==> src/rtl/pc_redirect_unit_if.sv <==
// Request/response bundle between the control FSM, branch comparator,
// instruction-memory address port and the PC redirect unit.
interface pc_redirect_unit_if;
   logic        pc_step;
   logic        br_req;
   logic        br_taken;
   logic [1:0]  jmp_req;
   logic [15:0] imm16;
   logic [25:0] instr_index;
   logic [31:0] jr_addr;
   logic [31:0] pc;
   logic [31:0] pc_plus4;
   logic [31:0] link_addr;
   logic        busy;
   logic        redirect;
   logic        misalign_err;

   // Control/comparator side: drives requests, observes the PC
   modport master (
      output pc_step, br_req, br_taken, jmp_req, imm16, instr_index, jr_addr,
      input  pc, pc_plus4, link_addr, busy, redirect, misalign_err
   );

   // PC owner side
   modport slave (
      input  pc_step, br_req, br_taken, jmp_req, imm16, instr_index, jr_addr,
      output pc, pc_plus4, link_addr, busy, redirect, misalign_err
   );
endinterface

==> src/rtl/pc_redirect_unit.sv <==
// pc_redirect_unit: owns the multicycle MIPS PC. Sequential advance,
// two-step conditional branch (evaluate, commit), J/JAL and JR/JALR.
// Optional build macro PC_ALIGN_CHECK_EN: misaligned JR targets are
// rejected (PC advances by 4) and flagged in sticky misalign_err.
module pc_redirect_unit #(
   parameter logic [31:0] RESET_PC = 32'h0000_3000
) (
   input logic           clk,
   input logic           rst_n,
   pc_redirect_unit_if.slave bus
);

   localparam int unsigned PC_W = 32;

   localparam logic [0:0] ST_RUN     = 1'b0;
   localparam logic [0:0] ST_BR_EVAL = 1'b1;

   localparam logic [1:0] JMP_ABS = 2'b01;
   localparam logic [1:0] JMP_REG = 2'b10;

   logic [0:0]      r_state;
   logic [0:0]      w_state_nxt;
   logic [PC_W-1:0] r_pc;
   logic [PC_W-1:0] w_pc_nxt;
   logic [PC_W-1:0] r_tgt_q;
   logic [PC_W-1:0] w_tgt_nxt;
   logic [PC_W-1:0] r_link;
   logic [PC_W-1:0] w_link_nxt;
   logic            r_redirect;
   logic            w_redirect_nxt;
   logic            r_misalign;
   logic            w_misalign_nxt;

   logic [PC_W-1:0] w_pc_plus4;
   logic [PC_W-1:0] w_br_off;
   logic [PC_W-1:0] w_br_tgt;
   logic [PC_W-1:0] w_j_tgt;
   logic [PC_W-1:0] w_jr_tgt;
   logic            w_jr_bad;

   // Target arithmetic, all modulo 2^32
   assign w_pc_plus4 = r_pc + PC_W'(4);
   assign w_br_off   = {{14{bus.imm16[15]}}, bus.imm16, 2'b00};
   assign w_br_tgt   = w_pc_plus4 + w_br_off;
   assign w_j_tgt    = {w_pc_plus4[31:28], bus.instr_index, 2'b00};
   assign w_jr_tgt   = bus.jr_addr & 32'hFFFF_FFFC;

`ifdef PC_ALIGN_CHECK_EN
   // Low address bits set means the register target is not word aligned
   assign w_jr_bad = |bus.jr_addr[1:0];
`else
   // Without the check the low bits are simply dropped
   assign w_jr_bad = 1'b0;
`endif

   // State register
   always_ff @(posedge clk or negedge rst_n) begin
      if (!rst_n) begin
         r_state <= ST_RUN;
      end else begin
         r_state <= w_state_nxt;
      end
   end

   // Next-state and next-datapath decode; branch wins over jump over step
   always_comb begin
      w_state_nxt    = r_state;
      w_pc_nxt       = r_pc;
      w_tgt_nxt      = r_tgt_q;
      w_link_nxt     = r_link;
      w_redirect_nxt = 1'b0;
      w_misalign_nxt = r_misalign;
      case (r_state)
         ST_RUN: begin
            if (bus.br_req) begin
               w_tgt_nxt   = w_br_tgt;
               w_state_nxt = ST_BR_EVAL;
            end else if (bus.jmp_req == JMP_ABS) begin
               w_pc_nxt       = w_j_tgt;
               w_link_nxt     = w_pc_plus4;
               w_redirect_nxt = 1'b1;
            end else if (bus.jmp_req == JMP_REG) begin
               w_link_nxt = w_pc_plus4;
               if (w_jr_bad) begin
                  w_pc_nxt       = w_pc_plus4;
                  w_misalign_nxt = 1'b1;
               end else begin
                  w_pc_nxt       = w_jr_tgt;
                  w_redirect_nxt = 1'b1;
               end
            end else if (bus.pc_step) begin
               w_pc_nxt = w_pc_plus4;
            end
         end
         ST_BR_EVAL: begin
            w_state_nxt = ST_RUN;
            if (bus.br_taken) begin
               w_pc_nxt       = r_tgt_q;
               w_redirect_nxt = 1'b1;
            end else begin
               w_pc_nxt = w_pc_plus4;
            end
         end
         default: begin
            w_state_nxt = ST_RUN;
         end
      endcase
   end

   // Datapath registers
   always_ff @(posedge clk or negedge rst_n) begin
      if (!rst_n) begin
         r_pc       <= RESET_PC;
         r_tgt_q    <= '0;
         r_link     <= '0;
         r_redirect <= 1'b0;
         r_misalign <= 1'b0;
      end else begin
         r_pc       <= w_pc_nxt;
         r_tgt_q    <= w_tgt_nxt;
         r_link     <= w_link_nxt;
         r_redirect <= w_redirect_nxt;
         r_misalign <= w_misalign_nxt;
      end
   end

   assign bus.pc           = r_pc;
   assign bus.pc_plus4     = w_pc_plus4;
   assign bus.link_addr    = r_link;
   assign bus.busy         = (r_state == ST_BR_EVAL);
   assign bus.redirect     = r_redirect;
   assign bus.misalign_err = r_misalign;

endmodule

==> src/flat_wrapper.sv <==
// flat-port wrapper written by rule: the top's interface ports become plain ports
module pc_redirect_unit_flat 
#(
   parameter logic [31:0] RESET_PC = 32'h0000_3000
)
  (clk, rst_n, bus_pc_step, bus_br_req, bus_br_taken, bus_jmp_req, bus_imm16, bus_instr_index, bus_jr_addr, bus_pc, bus_pc_plus4, bus_link_addr, bus_busy, bus_redirect, bus_misalign_err);
  pc_redirect_unit_if bus_i ();
  input logic clk;
  input logic rst_n;
  input wire logic [$bits(bus_i.pc_step)-1:0] bus_pc_step;
  input wire logic [$bits(bus_i.br_req)-1:0] bus_br_req;
  input wire logic [$bits(bus_i.br_taken)-1:0] bus_br_taken;
  input wire logic [$bits(bus_i.jmp_req)-1:0] bus_jmp_req;
  input wire logic [$bits(bus_i.imm16)-1:0] bus_imm16;
  input wire logic [$bits(bus_i.instr_index)-1:0] bus_instr_index;
  input wire logic [$bits(bus_i.jr_addr)-1:0] bus_jr_addr;
  output wire logic [$bits(bus_i.pc)-1:0] bus_pc;
  output wire logic [$bits(bus_i.pc_plus4)-1:0] bus_pc_plus4;
  output wire logic [$bits(bus_i.link_addr)-1:0] bus_link_addr;
  output wire logic [$bits(bus_i.busy)-1:0] bus_busy;
  output wire logic [$bits(bus_i.redirect)-1:0] bus_redirect;
  output wire logic [$bits(bus_i.misalign_err)-1:0] bus_misalign_err;
  assign bus_i.pc_step = bus_pc_step;
  assign bus_i.br_req = bus_br_req;
  assign bus_i.br_taken = bus_br_taken;
  assign bus_i.jmp_req = bus_jmp_req;
  assign bus_i.imm16 = bus_imm16;
  assign bus_i.instr_index = bus_instr_index;
  assign bus_i.jr_addr = bus_jr_addr;
  assign bus_pc = bus_i.pc;
  assign bus_pc_plus4 = bus_i.pc_plus4;
  assign bus_link_addr = bus_i.link_addr;
  assign bus_busy = bus_i.busy;
  assign bus_redirect = bus_i.redirect;
  assign bus_misalign_err = bus_i.misalign_err;
  pc_redirect_unit #(.RESET_PC(RESET_PC)) u_core (.clk(clk), .rst_n(rst_n), .bus(bus_i));
endmodule
==> config.mk <==
export PLATFORM = sky130hd
export DESIGN_NAME = pc_redirect_unit_flat
export DESIGN_NICKNAME = d
export VERILOG_FILES = /design/src/rtl/pc_redirect_unit_if.sv /design/src/rtl/pc_redirect_unit.sv /design/src/flat_wrapper.sv
export SDC_FILE = /design/constraint.sdc
export NUM_CORES = 1
export LEC_CHECK = 0
export ABC_CLOCK_PERIOD_IN_PS = 3500
export CAP_MARGIN = 30
export CORE_ASPECT_RATIO = 1.75
export CORE_UTILIZATION = 45
export DETAILED_ROUTE_END_ITERATION = 6
export PLACE_DENSITY_LB_ADDON = 0.25
export REMOVE_ABC_BUFFERS = 1
export SLEW_MARGIN = 15
export SYNTH_ARGS = -nofsm -noshare
export SYNTH_HDL_FRONTEND = slang
export SYNTH_SLANG_ARGS = --single-unit
==> constraint.sdc <==
create_clock -name clk -period 3.5 [get_ports clk]
set_input_delay 0.7 -clock clk [delete_from_list [all_inputs] [get_ports clk]]
set_output_delay 0.7 -clock clk [all_outputs]
set_load 0.05 [all_outputs]
==> qor.csv <==
metric;value;unit
met2 Track Usage GR;0.589;
Fmax;297;MHz
vias in the first global route;7347;
worst hold slack;0.413;ns
clock slew at reported path FFs;0.07;ns
Pins Over Slew Limit;0;
number of max-cap violations;0;
Hold Violations, Final;0;
clk buf depth;2;
Synth top cells by count;nand2_1 (177), dfrtp_1 (96), o21ai_0 (59), a21oi_1 (58), nor2_1 (58);
CTS HTree Levels;3;
top post-synthesis cells by area;dfrtp_1 (35%), nand2_1 (9.8%), ha_1 (7.2%), o21ai_0 (4.3%), a21oi_1 (4.3%);
IO buf count;176;
DRT antenna net count;0;
Worst Clk Skew;0.0101;ns
Area Overhead vs Synth;45.0;%
largest net degree at the start of global routing;56;
wire length per cell;19.1;um
Layout Cells excl Fill;1262;
fill cell count;1258;
VDD IR max;0.000455;V
top_reg_cell synth;dfrtp_1;
CTS hold repair buffers;0;
drt via density;5.70;
drt pass-1 iters;5;
synthesized area per cell;8.17;sq um
Pwr Density;748;nW/um^2
outcome;completed;
fraction of layout cells with a size suffix above 1;0.179;
grt met3 use;0.0364;
post-DP HPWL;18.3;mm
grt ovf;0;
clk root buf;clkbuf_16;
final RePlAce weighted congestion;1.01;
Worst EP arrival;3.61;ns
FF/Latch Area;2460;sq um
CP delay by family, top;compound AO/OA/AOI/OAI gates;
Slowest-stage cell, CP;dfstp_2;
crit path kind;reg2reg;
Worst setup endpoint;u_core.r_tgt_q[30];
worst hold path type;in2async;
cell type with the largest total area after synthesis;dfrtp_1;
Row Count;59;
All-Layer GR Usage;0.319;
Skew-Pair Late Insertion Delay;0.36;ns
top-count cell post-synth;nand2_1;
global route hottest layer;met2;
Rel. slew slack;0.492;
Num CTS Buffers;9;
core area;14800;sq um
fin nets;1195;
Crit path required time;3.74;ns
reg2reg path depth;11;
post-synth top area share;0.353;
CTS tree;done;
drt drc;0;
Iter 0 DRT Violations;355;
met1 usage;0.334;
IO Pins;180;
CP max FO;5;
reg-to-reg startpoint;u_core.bus.pc[12];
unique cell type count in the Yosys netlist;68;
die span in y;165;um
# clock sinks;98;
die area;15600;sq um
area of the multi-input gates;4170;sq um
Synth Warn #;0;
startpoint types;flip-flop;
worst path bufs/invs;0;
FFs w/ async S/R, synth;1.00;
Crit Reg-Reg Endpoint;u_core.r_tgt_q[30];
post-synthesis cell count;833;
Worst setup EP type;flip-flop;
final WL;24.1;mm
crit path cell chain;and4_4, and4_2, nand3_2, xnor2_2, ha_1, a21o_1, o21bai_1, or2_2, o211ai_2, o21ai_1, a221o_1;
EDFF count, synth;0;
Cells after DPL;1244;
Worst R2R Setup Slack;0.13;ns
Final period util;0.962;
first-pass GRT wire length;37.4;mm
Max stage delay on crit path;0.54;ns
flops & latches, synth;98;
final setup vio count;0;
leak pwr;4.55;nW
via count;7199;
Initial Utilization;0.459;
Slew @ Worst Pin;0.762;ns
RSZ-0062 raised after global routing;true;
initial antenna violation count;0;
Seq/Total Area, Yosys;0.361;
Die X-Extent;95.0;um
Tmin final;3.37;ns
# diodes;0;
synthesized area;6810;sq um
critical path depth;11;
CP startpoint;u_core.bus.pc[12];
==> cell families after synthesis <==
kind of cell / share of synthesized area
other cells: 0.000551
compound gates: 0.223
simple gates: 0.219
fa+ha+maj: 0.0746
mux: 0.00882
xor+xnor: 0.0674
flops: 0.361
buf+inv: 0.0463
==> timing repair <==
item,4_1_cts,5_1_grt
pin swaps,0,4
buffers inserted,0,2
resized for setup,2,24
endpoints found under the setup margin,1,14
==> through the flow <==
| stage | utilization | setup WS, ns | power (W) | TNS (ns) | area, sq um |
|---|---|---|---|---|---|
| floorplan | - | -1.01 | 0.00448 | -12.55 | 6590 |
| global placement | 0.637 | -0.122 | 0.00626 | -0.418 | 9460 |
| detailed placement | 0.637 | -0.155 | 0.00632 | -0.566 | 9460 |
| CTS | 0.657 | 0.00308 | 0.00733 | 0 | 9750 |
| global route | 0.665 | -0.0153 | 0.00779 | -0.0153 | 9870 |
| finish | 0.665 | 0.132 | 0.00738 | 0 | 9870 |
==> layer usage <==
| layer | share of wire | up-vias |
|---|---|---|
| met3 | 0.044 | 82 |
| met5 | 0 | - |
| met2 | 0.55 | 277 |
| met4 | 0.054 | 0 |
| met1 | 0.35 | 3416 |
| li1 | - | 3424 |
==> sequential cells by signal, indices dropped and copies added (netlist names) <==
| name | cells |
|---|---|
| u_core.bus.link_addr | 32 |
| u_core.bus.pc | 32 |
| u_core.r_tgt_q | 32 |
| u_core.bus.busy | 1 |
| u_core.bus.redirect | 1 |
==> final cells by class <==
class,instances,area share
clock buffers,11,0.0246
clock inverters,5,0.00380
inverters,27,0.0103
well taps,183,0.0232
multi-input cells,657,0.422
flip-flops and latches,98,0.249
repair buffers,281,0.267
==> report_power, final <==
group	switching, W	total (W)	internal [W]
Sequential	0.000314	0.00184	0.00152
Combinational	0.00276	0.00456	0.00180
Clock	0.000479	0.000986	0.000507
==> layout by cell type, fill, tap and decap left out, types with 5 or more instances in the layout <==
cell type	netlist	final
a21o_1	14	14
a21oi_1	58	53
a21oi_2	0	5
a221o_1	5	5
a221oi_1	17	16
a22oi_1	23	23
and3_1	7	7
buf_12	0	11
buf_4	5	115
clkbuf_16	0	9
clkdlybuf4s50_1	0	155
dfrtp_1	96	93
ha_1	39	37
inv_1	27	27
mux2i_1	6	6
nand2_1	177	177
nand3_1	19	17
nand4_1	17	17
nor2_1	58	57
nor3_1	13	11
o211ai_1	5	5
o21a_1	8	8
o21ai_0	59	58
o21bai_1	8	7
o22ai_1	6	6
or3_1	6	6
xnor2_1	22	17
xnor2_2	2	7
xor2_1	23	22
==> how the worst min path moves through the flow <==
stage                                   from                  endpoint  cells after the start
global placement           u_core.r_tgt_q[1]          u_core.bus.pc[1]                      2
finish                                 rst_n  u_core.bus.link_addr[12]                      1
floorplan                              rst_n           u_core.bus.busy                      0
CTS                                    rst_n  u_core.bus.link_addr[12]                      1
detailed placement  u_core.bus.link_addr[17]  u_core.bus.link_addr[17]                      2
global route                           rst_n  u_core.bus.link_addr[14]                      1
(Power assumes the default switching activity.)
